`src/rtl/load_store_unit.sv`:
```
// Load/store unit: one outstanding memory access with byte-lane steering, load extension,
// acknowledge timeout and flush kill. Optional macro LSU_MISALIGN_EXC_EN traps misaligned accesses.
module load_store_unit #(
    parameter int DW       = 32,
    parameter int AW       = 32,
    parameter int MAX_WAIT = 15
) (
    input  logic              clk,
    input  logic              rst,
    input  logic              req_i,
    input  logic [3:0]        op_i,
    input  logic [AW-1:0]     addr_i,
    input  logic [DW-1:0]     wdata_i,
    input  logic              flush_i,
    output logic              stall_o,
    output logic              rvalid_o,
    output logic [DW-1:0]     rdata_o,
    output logic              exc_o,
    output logic [1:0]        exc_code_o,
    output logic [AW-1:0]     exc_badaddr_o,
    output logic              mem_req_o,
    output logic              mem_we_o,
    output logic [DW/8-1:0]   mem_be_o,
    output logic [AW-1:0]     mem_addr_o,
    output logic [DW-1:0]     mem_wdata_o,
    input  logic              mem_ack_i,
    input  logic [DW-1:0]     mem_rdata_i
);

    localparam int BEW  = DW / 8;
    localparam int OFFW = $clog2(BEW);

    typedef enum logic {IDLE = 1'b0, BUSY = 1'b1} state_t;

    state_t            state_q, state_d;
    logic              store_q, store_d;
    logic              uns_q, uns_d;
    logic [1:0]        size_q, size_d;
    logic [AW-1:0]     addr_q, addr_d;
    logic [BEW-1:0]    be_q, be_d;
    logic [DW-1:0]     wdata_q, wdata_d;
    logic [7:0]        wait_q, wait_d;
    logic              kill_q, kill_d;
    logic              rvalid_q, rvalid_d;
    logic [DW-1:0]     rdata_q, rdata_d;
    logic              exc_q, exc_d;
    logic [1:0]        exc_code_q, exc_code_d;
    logic [AW-1:0]     exc_addr_q, exc_addr_d;

    logic              busy, accept, mis_exc, misaligned, timeout;
    logic [1:0]        req_size;
    logic [2:0]        low_mask;
    logic [AW-1:0]     req_addr;
    logic [BEW-1:0]    lane_mask;
    logic [DW-1:0]     rep_wdata;
    logic [DW-1:0]     ld_shift, ld_ext;
    logic [31:0]       ld_bits;
    logic              ld_sign;

    assign busy     = (state_q == BUSY);
    assign req_size = (DW == 32 && op_i[1:0] == 2'd3) ? 2'd2 : op_i[1:0];

    always_comb begin
        case (req_size)
            2'd0:    low_mask = 3'b000;
            2'd1:    low_mask = 3'b001;
            2'd2:    low_mask = 3'b011;
            default: low_mask = 3'b111;
        endcase
    end

`ifdef LSU_MISALIGN_EXC_EN
    assign misaligned = |(addr_i[2:0] & low_mask);
    assign req_addr   = addr_i;
`else
    assign misaligned = 1'b0;
    assign req_addr   = {addr_i[AW-1:3], addr_i[2:0] & ~low_mask};
`endif

    assign accept  = ~busy & req_i & ~flush_i & ~misaligned;
    assign mis_exc = ~busy & req_i & ~flush_i & misaligned;
    assign timeout = busy & ~mem_ack_i & (wait_q == 8'(MAX_WAIT - 1));

    // Each byte lane repeats the access-sized chunk of store data; lane enables cover 2^size bytes.
    genvar gi;
    generate
        for (gi = 0; gi < BEW; gi++) begin : g_lane
            localparam logic [2:0] LANE = 3'(gi);
            logic [2:0] src;
            assign src                   = LANE & low_mask;
            assign rep_wdata[8*gi +: 8]  = wdata_i[8*src +: 8];
            assign lane_mask[gi]         = (LANE <= low_mask);
        end
    endgenerate

    assign ld_shift = mem_rdata_i >> {addr_q[OFFW-1:0], 3'b000};
    assign ld_bits  = 32'd8 << size_q;

    always_comb begin
        case (size_q)
            2'd0:    ld_sign = ld_shift[7];
            2'd1:    ld_sign = ld_shift[15];
            2'd2:    ld_sign = ld_shift[31];
            default: ld_sign = ld_shift[DW-1];
        endcase
        ld_sign = ld_sign & ~uns_q;
    end

    generate
        for (gi = 0; gi < DW; gi++) begin : g_ext
            localparam int unsigned BIT = gi;
            assign ld_ext[gi] = (BIT < ld_bits) ? ld_shift[gi] : ld_sign;
        end
    endgenerate

    always_ff @(posedge clk or negedge rst) begin
        if (!rst) begin
            state_q    <= IDLE;
            store_q    <= 1'b0;
            uns_q      <= 1'b0;
            size_q     <= 2'd0;
            addr_q     <= '0;
            be_q       <= '0;
            wdata_q    <= '0;
            wait_q     <= 8'd0;
            kill_q     <= 1'b0;
            rvalid_q   <= 1'b0;
            rdata_q    <= '0;
            exc_q      <= 1'b0;
            exc_code_q <= 2'b00;
            exc_addr_q <= '0;
        end else begin
            state_q    <= state_d;
            store_q    <= store_d;
            uns_q      <= uns_d;
            size_q     <= size_d;
            addr_q     <= addr_d;
            be_q       <= be_d;
            wdata_q    <= wdata_d;
            wait_q     <= wait_d;
            kill_q     <= kill_d;
            rvalid_q   <= rvalid_d;
            rdata_q    <= rdata_d;
            exc_q      <= exc_d;
            exc_code_q <= exc_code_d;
            exc_addr_q <= exc_addr_d;
        end
    end

    always_comb begin
        state_d = state_q;
        case (state_q)
            IDLE: if (accept) state_d = BUSY;
            BUSY: if (mem_ack_i || timeout) state_d = IDLE;
        endcase
    end

    always_comb begin
        store_d    = store_q;
        uns_d      = uns_q;
        size_d     = size_q;
        addr_d     = addr_q;
        be_d       = be_q;
        wdata_d    = wdata_q;
        wait_d     = wait_q;
        kill_d     = kill_q;
        rvalid_d   = 1'b0;
        rdata_d    = rdata_q;
        exc_d      = 1'b0;
        exc_code_d = exc_code_q;
        exc_addr_d = exc_addr_q;
        if (accept) begin
            store_d = op_i[3];
            uns_d   = op_i[2];
            size_d  = req_size;
            addr_d  = req_addr;
            be_d    = lane_mask << req_addr[OFFW-1:0];
            wdata_d = rep_wdata;
            wait_d  = 8'd0;
            kill_d  = 1'b0;
        end
        if (mis_exc) begin
            exc_d      = 1'b1;
            exc_code_d = op_i[3] ? 2'b10 : 2'b01;
            exc_addr_d = addr_i;
        end
        if (busy) begin
            if (flush_i) kill_d = 1'b1;
            if (mem_ack_i) begin
                wait_d = 8'd0;
                kill_d = 1'b0;
                // A flush arriving together with the acknowledge still kills the load result.
                if (!store_q && !kill_q && !flush_i) begin
                    rvalid_d = 1'b1;
                    rdata_d  = ld_ext;
                end
            end else if (timeout) begin
                wait_d     = 8'd0;
                kill_d     = 1'b0;
                exc_d      = 1'b1;
                exc_code_d = 2'b11;
                exc_addr_d = addr_q;
            end else begin
                wait_d = wait_q + 8'd1;
            end
        end
    end

    always_comb begin
        stall_o     = accept | (busy & ~mem_ack_i);
        mem_req_o   = busy;
        mem_we_o    = busy & store_q;
        mem_be_o    = busy ? be_q : '0;
        mem_addr_o  = busy ? {addr_q[AW-1:OFFW], {OFFW{1'b0}}} : '0;
        mem_wdata_o = busy ? wdata_q : '0;
    end

    assign rvalid_o      = rvalid_q;
    assign rdata_o       = rdata_q;
    assign exc_o         = exc_q;
    assign exc_code_o    = exc_code_q;
    assign exc_badaddr_o = exc_addr_q;

endmodule

```
`config.mk`:
```
export PLATFORM = sky130hd
export DESIGN_NAME = load_store_unit
export DESIGN_NICKNAME = d
export VERILOG_FILES = /design/src/rtl/load_store_unit.sv
export SDC_FILE = /design/constraint.sdc
export NUM_CORES = 1
export LEC_CHECK = 0
export CORE_AREA = 2 2 123 149
export DETAILED_ROUTE_END_ITERATION = 12
export DIE_AREA = 0 0 125 151
export GPL_TIMING_DRIVEN = 1
export PLACE_DENSITY = 0.76
export SYNTH_ARGS = -nofsm -noshare
export SYNTH_HDL_FRONTEND = slang
export SYNTH_SLANG_ARGS = --single-unit
```
`constraint.sdc`:
```
create_clock -name clk -period 1.8 [get_ports clk]
set_input_delay 0.27 -clock clk [delete_from_list [all_inputs] [get_ports clk]]
set_output_delay 0.27 -clock clk [all_outputs]
set_load 0.1 [all_outputs]
```
==> results.json, run 1 <==
{
  "yosys-top-cells-area": "dfrtp_1 (53%), nand2_1 (9.1%), and2_1 (6.8%)",
  "drt-initial-drc-count": 321,
  "routedWlPerCell_um": 17.6,
  "clock_latency_ns": 0.43,
  "cp_max_fo": 4,
  "cts_buffers": 17,
  "min_period_over_period_pct": 105,
  "grt.met2_usage_pct": 36.3,
  "maxSlewHeadroom_pct": 64.5,
  "busiest_layer": "met2",
  "p_leak_nw": 5.38,
  "yosys.area.top_type": "dfrtp_1",
  "final_util_pct": 66.2,
  "start_util_pct": 40.5,
  "grt_start_max_net_pins": 68,
  "start_kind": "flip-flop",
  "status": "finished with violations",
  "ys_warn_count": 0,
  "grt_pass1_vias": 6072,
  "ant_nets": 0,
  "required_ns": 1.53,
  "grt_antenna_before_repair": 0,
  "pin_count": 244,
  "final.min_clock_period_ns": 1.89,
  "yosysSeqAreaShare_pct": 53.0,
  "setup_ws_ns": -0.0851,
  "place_ws_ns": -0.364,
  "clk_path_buf_depth": 2,
  "overflow": 0,
  "clock_sinks": 149,
  "finalWeightedCongestion": 0.802,
  "max_freq_mhz": 530,
  "cts_tree": "yes",
  "grt_use_met3_pct": 8.30,
  "startpoint": "mem_req_o$_DFF_PN0_",
  "setup_viol": 53,
  "p_total_mw": 15.8,
  "drive_gt1_share_pct": 34.5,
  "finalClockSkew_ns": 0.0131,
  "htree_levels": 4,
  "clockRootBuffer": "clkbuf_16",
  "die_w_um": 125,
  "synth_top_area_share_pct": 53.0,
  "coreArea_sq_mm": 0.0174,
  "rsz0062_at_grt": "true",
  "hold_path_class": "input pin to asynchronous set/reset pin",
  "peakVddDrop_mv": 0.895,
  "cp.arrival_ns": 1.62,
  "dp_hpwl_um": 14700,
  "die_y_um": 151,
  "failed_checks": "negative setup slack",
  "hold_viol": 0,
  "r2r_start": "mem_req_o$_DFF_PN0_",
  "wirelength_um": 20900,
  "end_kind": "output port",
  "tightest_slew_ns": 0.528,
  "path_clk_slew_ns": 0.06,
  "grt_pass1_wl_um": 32400,
  "antennaDiodeCount": 0,
  "globalRouteMet1Util_pct": 26.3,
  "synth_edf_count": 0,
  "ys_seq_elements": 149,
  "synthesis.area_sq_mm": 0.00703,
  "synth_area_per_cell_sq_um": 10.0,
  "ys_async_sr_fraction_pct": 100,
  "area_growth_pct": 63.4,
  "via_per_inst": 4.99,
  "syn_inst": 700,
  "core.rowCount": 53,
  "synth.distinct_cells": 42,
  "critPathKind": "flip-flop to output port",
  "vias": 5935,
  "stdcell_area_sq_mm": 0.0115,
  "nets": 1063,
  "drt-pass1-iter-count": 4,
  "placed_area_sq_mm": 0.0107,
  "die_area_sq_mm": 0.0189,
  "cap_viol_max_count": 0,
  "r2r_setup_slack_ns": -0.03,
  "io_buffers": 241,
  "slew_violations": 0,
  "drc": 0,
  "p_per_area_mw_per_mm2": 1380,
  "synthFlopType": "dfrtp_1",
  "gr-usage-all-layers_pct": 21.8
}
## sequential cells by signal, summed over array words and instances (netlist names)
| signal | cells |
|---|---|
| mem_req_o | 1 |
| size_q | 2 |
| uns_q | 1 |
| rdata_o | 32 |
| kill_q | 1 |
| store_q | 1 |
| be_q | 4 |
| rvalid_o | 1 |
| exc_badaddr_o | 32 |
| exc_o | 1 |
| wait_q | 8 |
| addr_q | 32 |
| wdata_q | 32 |
| exc_code_o | 1 |
## layer usage
metal,up-vias,share of wire [%]
li1,2863,-
met1,2870,40
met2,180,51
met3,22,7.8
met4,0,1.5
met5,-,0
## worst max-delay path: stages, from the launching register on
cell      delay, ns
dfrtp_4        0.54
nand2b_4       0.17
or2_4          0.26
nand2_8        0.06
buf_12         0.16
## logic make-up after synthesis
family / count (synthesis) / share of synthesized area, %
xor gates and xnor gates: 7 / 0.872
and+or+nand+nor: 310 / 20.8
DFF: 149 / 53.0
AOI/OAI and AO/OA: 101 / 9.57
muxes: 81 / 12.3
adders and majority gates: 2 / 0.356
buffers and inverters: 49 / 3.04
other: 1 / 0.0533
## power breakdown
part	internal, mW	switching, mW	leakage [nW]
registers	4.04	0.576	1.89
clock network	2.23	1.47	0.299
logic	2.45	5.05	3.19
## repair_timing
action                     in CTS  in global routing
resized for setup               2                 49
buffers inserted                2                  2
cloned                          0                  2
setup endpoints to repair      74                123
hold buffers                    1                  0
pin swaps                       6                  4
hold endpoints to repair       42                  0
## area by class of cell
type / count / area [sq um]
Fill cell: 1326 / 5880
Sequential cell: 149 / 3730
Timing Repair Buffer: 283 / 3560
Multi-Input combinational cell: 503 / 3300
Clock buffer: 18 / 439
Tap cell: 220 / 275
Clock inverter: 14 / 175
Inverter: 2 / 10.0
## cell usage in the layout (no fill, tap or decap), types with 6 or more instances in the layout
cell | synthesis | final
buf_12 | 0 | 89
dfrtp_1 | 149 | 148
nand2b_1 | 8 | 6
nor2_1 | 31 | 29
o22a_1 | 17 | 17
mux2i_1 | 40 | 40
mux2_2 | 41 | 41
clkdlybuf4s50_1 | 0 | 103
buf_4 | 3 | 85
and2_1 | 77 | 10
xor2_1 | 7 | 7
a211oi_1 | 7 | 7
o221a_1 | 6 | 6
a21oi_1 | 20 | 20
nand2_1 | 171 | 170
and2_4 | 0 | 66
clkbuf_16 | 0 | 19
nor2b_1 | 9 | 9
o21ai_0 | 40 | 40
## cell usage after synthesis (all sizes together), types with 3 or more instances
library cell    n
nand2         171
dfrtp         149
and2           77
mux2           41
o21ai          41
mux2i          40
clkbuf         33
nor2           32
a21oi          20
o22a           17
buf            14
nor2b           9
a211oi          8
nand2b          8
o221a           8
xor2            7
nand3           3
o211ai          3
## path summary, 6_finish.rpt
kind	to	cells after the start
worst max-delay path	stall_o	4
worst min-delay path	wait_q[2]$_DFFE_PN0P_	2
worst max register to register	exc_badaddr_o[31]$_DFFE_PN0P_	7
worst min register to register	be_q[0]$_DFFE_PN0P_	2
max in group asynchronous	exc_badaddr_o[28]$_DFFE_PN0P_	3
min in group clk	addr_q[14]$_DFFE_PN0P_	3
## per-stage QoR
stage | hold WS [ns] | setup TNS (ns) | instances
6_report | 0.356 | -1.21 | 1189
3_3_place_gp | 0.240 | -9.58 | 1150
4_1_cts | 0.358 | -3.88 | 1185
3_5_place_dp | 0.247 | -10.71 | 1150
5_1_grt | 0.369 | -8.25 | 1189
2_1_floorplan | -0.0256 | -4.54 | 701
Note: power is estimated with default switching activity, not from simulation.
==> run 2, diff against run 1 <==
--- a/config.mk
+++ b/config.mk
@@ -5,11 +5,14 @@
 export SDC_FILE = /design/constraint.sdc
 export NUM_CORES = 1
 export LEC_CHECK = 0
+export ABC_CLOCK_PERIOD_IN_PS = 1800
 export CORE_AREA = 2 2 123 149
 export DETAILED_ROUTE_END_ITERATION = 12
 export DIE_AREA = 0 0 125 151
 export GPL_TIMING_DRIVEN = 1
+export MAX_ROUTING_LAYER = met4
 export PLACE_DENSITY = 0.76
+export SETUP_SLACK_MARGIN = 0.1
 export SYNTH_ARGS = -nofsm -noshare
 export SYNTH_HDL_FRONTEND = slang
 export SYNTH_SLANG_ARGS = --single-unit
==> run 2 against run 1 <==
  * The flow still finishes with violations (negative setup slack)
  * Clock power down 6.5%
  * Hold slack better by 0.011 ns
  * Worst setup slack worse by 0.014 ns
  * Critical endpoint is now rdata_o[25]$_DFFE_PN0P_
  * Register-to-register slack worse by 0.07 ns
  * Power down 1.4%
  * Non-clock buffer count up 15
  * Final cell count up 1.3%
  * Count of clock-buffer cells in the layout unchanged
  * Sequential power about the same
  * Wire length up 7.4%
==> results.json, run 2 (synthesized netlist as in run 1, its figures left out) <==
{
  "cts_buffers": 17,
  "layout_common_cells": "nand2_1 (170), dfrtp_1 (148), clkdlybuf4s50_1 (102)",
  "core.rowCount": 53,
  "nets": 1079,
  "grt_start_max_net_pins": 52,
  "hold_depth": 3,
  "critPathKind": "flip-flop to flip-flop",
  "slew_violations": 0,
  "hold_path_class": "input pin to flip-flop",
  "status": "finished with violations",
  "gr-usage-all-layers_pct": 24.0,
  "required_ns": 2.10,
  "p_per_area_mw_per_mm2": 1330,
  "tightest_slew_ns": 0.536,
  "min_period_over_period_pct": 105,
  "max_stage_delay_ns": 0.58,
  "htree_levels": 4,
  "drt-pass1-iter-count": 4,
  "grt_use_met3_pct": 6.92,
  "coreArea_sq_mm": 0.0174,
  "failed_checks": "negative setup slack",
  "nFillCells": 1309,
  "r2r_setup_slack_ns": -0.1,
  "clock_sinks": 149,
  "r2r_end": "rdata_o[25]$_DFFE_PN0P_",
  "r2r_start": "store_q$_DFFE_PN0P_",
  "finalClockSkew_ns": 0.0121,
  "drt-initial-drc-count": 233,
  "combPwrFrac_pct": 48.3,
  "p_leak_nw": 5.48,
  "grt_pass1_vias": 6172,
  "grt_antenna_before_repair": 0,
  "io_buffers": 241,
  "pin_count": 244,
  "power_frac_seq_pct": 29.5,
  "p_total_mw": 15.6,
  "clock_latency_ns": 0.42,
  "start_kind": "flip-flop",
  "maxSlewHeadroom_pct": 63.9,
  "whs_ns": 0.367,
  "vias": 6117,
  "cp_max_fo": 8,
  "grt_pass1_wl_um": 34000,
  "overflow": 0,
  "clockRootBuffer": "clkbuf_16",
  "clk_path_buf_depth": 2,
  "finalWeightedCongestion": 0.846,
  "critPathSlowestCell": "or4b_4",
  "grt.met2_usage_pct": 38.9,
  "mostFrequentLayoutCell": "nand2_1",
  "ant_nets": 0,
  "cap_viol_max_count": 0,
  "final_util_pct": 67.5,
  "hold-path-endpoint": "addr_q[27]$_DFFE_PN0P_",
  "rsz0062_at_grt": "true",
  "place_ws_ns": -0.498,
  "hp-start": "addr_i[27]",
  "wirelength_um": 22400,
  "start_util_pct": 40.5,
  "drc": 0,
  "die_w_um": 125,
  "cts_tree": "yes",
  "end_kind": "flip-flop",
  "setup_viol": 58,
  "cp.arrival_ns": 2.20,
  "dp_hpwl_um": 15700,
  "path_clk_slew_ns": 0.07,
  "die_y_um": 151,
  "antennaDiodeCount": 0,
  "setup_ws_ns": -0.0986,
  "internal_power_mw": 8.45,
  "rr_worst_depth": 5,
  "routedWlPerCell_um": 18.6,
  "power_frac_clock_pct": 22.2,
  "switching_share_pct": 45.8,
  "max_freq_mhz": 527,
  "globalRouteMet1Util_pct": 28.5,
  "busiest_layer": "met2",
  "hold_viol": 0,
  "worstPathCellList": "or4b_4 > a211oi_4 > buf_4 > nand3_4 > o22a_1",
  "drive_gt1_share_pct": 35.7,
  "peakVddDrop_mv": 0.808,
  "final.min_clock_period_ns": 1.90,
  "area_growth_pct": 66.8,
  "via_per_inst": 5.08,
  "die_area_sq_mm": 0.0189,
  "switching_power_mw": 7.15
}
## run 2: final cells by class
cell class                 count  area [sq um]  share of cell area [%]
inverter                       2          7.51                  0.0640
tap                          220           275                    2.35
clock buffer                  18           439                    3.74
clock inverter                14           136                    1.16
timing repair buffer         298          3790                    32.3
multi-input combinational    504          3350                    28.6
sequential                   149          3730                    31.8
## run 2: critical path: cells and delay by family, from the launching register on
| family | cells | cell delay (ns) |
|---|---|---|
| buf+inv | 1 | 0.18 |
| flops | 1 | 0.41 |
| simple gates | 2 | 0.71 |
| compound gates | 2 | 0.48 |
## run 2: how the worst max path moves through the flow
stage / start / to / slack, ns / cells after the start
after floorplan: mem_req_o$_DFF_PN0_ / mem_addr_o[17] / -0.12 / 3
after global placement: flush_i / rdata_o[17]$_DFFE_PN0P_ / -0.44 / 5
after detailed placement: flush_i / rdata_o[21]$_DFFE_PN0P_ / -0.50 / 5
after CTS: mem_req_o$_DFF_PN0_ / stall_o / -0.09 / 4
after global routing: store_q$_DFFE_PN0P_ / rdata_o[28]$_DFFE_PN0P_ / -0.15 / 5
final: store_q$_DFFE_PN0P_ / rdata_o[25]$_DFFE_PN0P_ / -0.1 / 5
## run 2: repair_timing
| action | in CTS | in global routing |
|---|---|---|
| hold buffers | 1 | 0 |
| buffers inserted | 9 | 3 |
| setup endpoints to repair | 100 | 143 |
| pin swaps | 7 | 35 |
| resized for setup | 26 | 24 |
| hold endpoints to repair | 48 | 0 |
| gates cloned | 3 | 4 |
## run 2: layer usage
layer  wire length, um  share of wire, %  vias up
li1                  -                 -     2898
met1              8750                39     2938
met2             11500                51      236
met3              1570               7.0       45
met4               663               3.0        0
met5                 0                 0        -
## run 2: through the flow
step	instances	area, sq um	TNS [ns]
2_1_floorplan	701	7240	-3.90
3_3_place_gp	1153	10700	-12.58
3_5_place_dp	1153	10700	-13.88
4_1_cts	1198	11600	-2.65
5_1_grt	1205	11700	-5.29
6_report	1205	11700	-2.11
## run 2: power by group through the flow
stage / registers [mW] / logic, mW / clock network (mW)
finish: 4.61 / 7.53 / 3.46
global route: 4.69 / 7.80 / 3.69
CTS: 4.59 / 7.46 / 3.53
detailed placement: 4.64 / 7.33 / 0
global placement: 4.61 / 7.25 / 0
floorplan: 7.10 / 2.39 / 0
==> run 3, diff against run 2 <==
--- a/config.mk
+++ b/config.mk
@@ -5,7 +5,7 @@
 export SDC_FILE = /design/constraint.sdc
 export NUM_CORES = 1
 export LEC_CHECK = 0
-export ABC_CLOCK_PERIOD_IN_PS = 1800
+export ABC_CLOCK_PERIOD_IN_PS = 1600
 export CORE_AREA = 2 2 123 149
 export DETAILED_ROUTE_END_ITERATION = 12
 export DIE_AREA = 0 0 125 151
==> constraint.sdc (replaced) <==
create_clock -name clk -period 1.6 [get_ports clk]
set_input_delay 0.24 -clock clk [delete_from_list [all_inputs] [get_ports clk]]
set_output_delay 0.24 -clock clk [all_outputs]
set_load 0.1 [all_outputs]
==> run 3 against run 2 <==
  * The run still ends with negative setup slack left
  * Design area grew 17%
  * Die area did not move
  * First-iteration DRC count up 25%
  * Via count rose by 8.0%
  * Non-clock buffer count grew 34
  * Clock skew is essentially flat
  * Critical path depth stayed put
  * Count of clock-buffer cells in the layout fell by 1
  * Final cell count up 2.8%
  * Wire length rose by 19%
  * Combinational power increased by 33%
  * Sequential power rose by 19%
  * Largest cell class unchanged
==> results.json, run 3 (synthesized netlist as in run 1, its figures left out) <==
{
  "placed_area_sq_mm": 0.0117,
  "setup_ws_ns": -0.309,
  "clock_latency_ns": 0.43,
  "critical-path-top-delay-family": "simple AND/OR/NAND/NOR gates",
  "final-instance-count-excl-fill": 1239,
  "multi_input_area_sq_mm": 0.00396,
  "antennaDiodeCount": 0,
  "final_util_pct": 78.8,
  "nets": 1113,
  "ant_nets": 0,
  "status": "finished with violations",
  "gr-usage-all-layers_pct": 25.0,
  "max_stage_delay_ns": 0.58,
  "clock_sinks": 149,
  "via_per_inst": 5.33,
  "die_w_um": 125,
  "grt_antenna_before_repair": 0,
  "finalSetupTns_ns": -32.09,
  "clk_path_buf_depth": 2,
  "finalWeightedCongestion": 0.850,
  "max_freq_mhz": 524,
  "critPathSlowestCell": "or4b_4",
  "overflow": 0,
  "final.min_clock_period_ns": 1.91,
  "cp_max_fo": 8,
  "critPathKind": "flip-flop to flip-flop",
  "vias": 6604,
  "grt_pass1_wl_um": 35600,
  "worstPathCellList": "or4b_4 > a211oi_4 > buf_4 > nand3_4 > o22a_1",
  "stdcell_area_sq_mm": 0.0137,
  "dp_cells": 1164,
  "p_leak_nw": 6.19,
  "coreArea_sq_mm": 0.0174,
  "regArea_sq_mm": 0.00373,
  "setup_viol": 202,
  "finalClockSkew_ns": 0.0121,
  "start_kind": "flip-flop",
  "peakVddDrop_mv": 1.05,
  "die_y_um": 151,
  "core.rowCount": 53,
  "hold_viol": 0,
  "slew_violations": 0,
  "io_buffers": 241,
  "p_per_area_mw_per_mm2": 1450,
  "hold_path_class": "input pin to asynchronous set/reset pin",
  "drc": 0,
  "dp_hpwl_um": 15400,
  "mostFrequentLayoutCell": "buf_12",
  "required_ns": 1.90,
  "cp.arrival_ns": 2.21,
  "end_kind": "flip-flop",
  "wirelength_um": 26700,
  "rsz0062_at_grt": "true",
  "min_period_over_period_pct": 119,
  "nFillCells": 962,
  "layout_common_cells": "buf_12 (152), dfrtp_1 (146), clkdlybuf4s50_1 (103)",
  "area_growth_pct": 94.8,
  "cap_viol_max_count": 0,
  "drive_gt1_share_pct": 49.7,
  "cts_tree": "yes",
  "clockRootBuffer": "clkbuf_16",
  "die_area_sq_mm": 0.0189,
  "cts_buffers": 17,
  "pin_count": 244,
  "tightest_slew_ns": 0.562,
  "grt_start_max_net_pins": 44,
  "drt-initial-drc-count": 291,
  "crit_buf_inv": 1,
  "routedWlPerCell_um": 21.5,
  "failed_checks": "negative setup slack",
  "htree_levels": 4,
  "start_util_pct": 40.5,
  "maxSlewHeadroom_pct": 62.4,
  "path_clk_slew_ns": 0.07,
  "drt-pass1-iter-count": 4,
  "grt_pass1_vias": 6544
}
-- run 3: worst paths after layout --
check / from / depth (start not counted) / slack (ns) / endpoint
worst max-delay path: kill_q$_DFF_PN0_ / 5 / -0.31 / rdata_o[30]$_DFFE_PN0P_
worst min-delay path: rst / 2 / 0.29 / addr_q[14]$_DFFE_PN0P_
worst max register to register: kill_q$_DFF_PN0_ / 5 / -0.31 / rdata_o[30]$_DFFE_PN0P_
worst min register to register: wdata_q[24]$_DFFE_PN0P_ / 2 / 0.49 / wdata_q[24]$_DFFE_PN0P_
max in group asynchronous: rst / 3 / 0.71 / rdata_o[6]$_DFFE_PN0P_
min in group clk: addr_i[30] / 3 / 0.34 / addr_q[30]$_DFFE_PN0P_
-- run 3: layer usage --
| metal | routed length, um | GRT usage (%) |
|---|---|---|
| met1 | 10100 | 28.7 |
| met2 | 14400 | 43.2 |
| met3 | 1400 | 5.69 |
| met4 | 753 | 8.94 |
| met5 | 0 | - |
-- run 3: cell type report --
class / count / share of cell area (%)
clock buffer: 17 / 3.11
clock inverter: 15 / 1.51
inverter: 2 / 0.0913
multi-input combinational: 504 / 28.9
sequential: 149 / 27.3
tap: 220 / 2.01
timing repair buffer: 332 / 37.2
-- run 3: what timing repair did --
action                                  in CTS  in global routing
endpoints found under the setup margin     132                213
setup buffers                                9                 10
hold buffers                                 1                  0
endpoints found under the hold margin       33                  0
pin swaps                                    7                150
resized for setup                           18                221
gates cloned                                 5                 19
-- run 3: per-stage QoR --
stage	setup slack, ns	total power, mW	hold WS, ns
3_5_place_dp	-0.494	14.6	0.167
2_1_floorplan	-0.154	10.8	-0.0556
4_1_cts	-0.307	19.1	0.287
6_report	-0.309	19.8	0.288
5_1_grt	-0.376	20.4	0.318
3_3_place_gp	-0.476	14.5	0.160
-- run 3: power breakdown --
| group | leakage [nW] | internal, mW | switching [mW] |
|---|---|---|---|
| registers | 1.89 | 4.54 | 0.946 |
| logic | 4.00 | 3.98 | 6.04 |
| clock network | 0.309 | 2.54 | 1.80 |
| total | 6.19 | 11.1 | 8.79 |
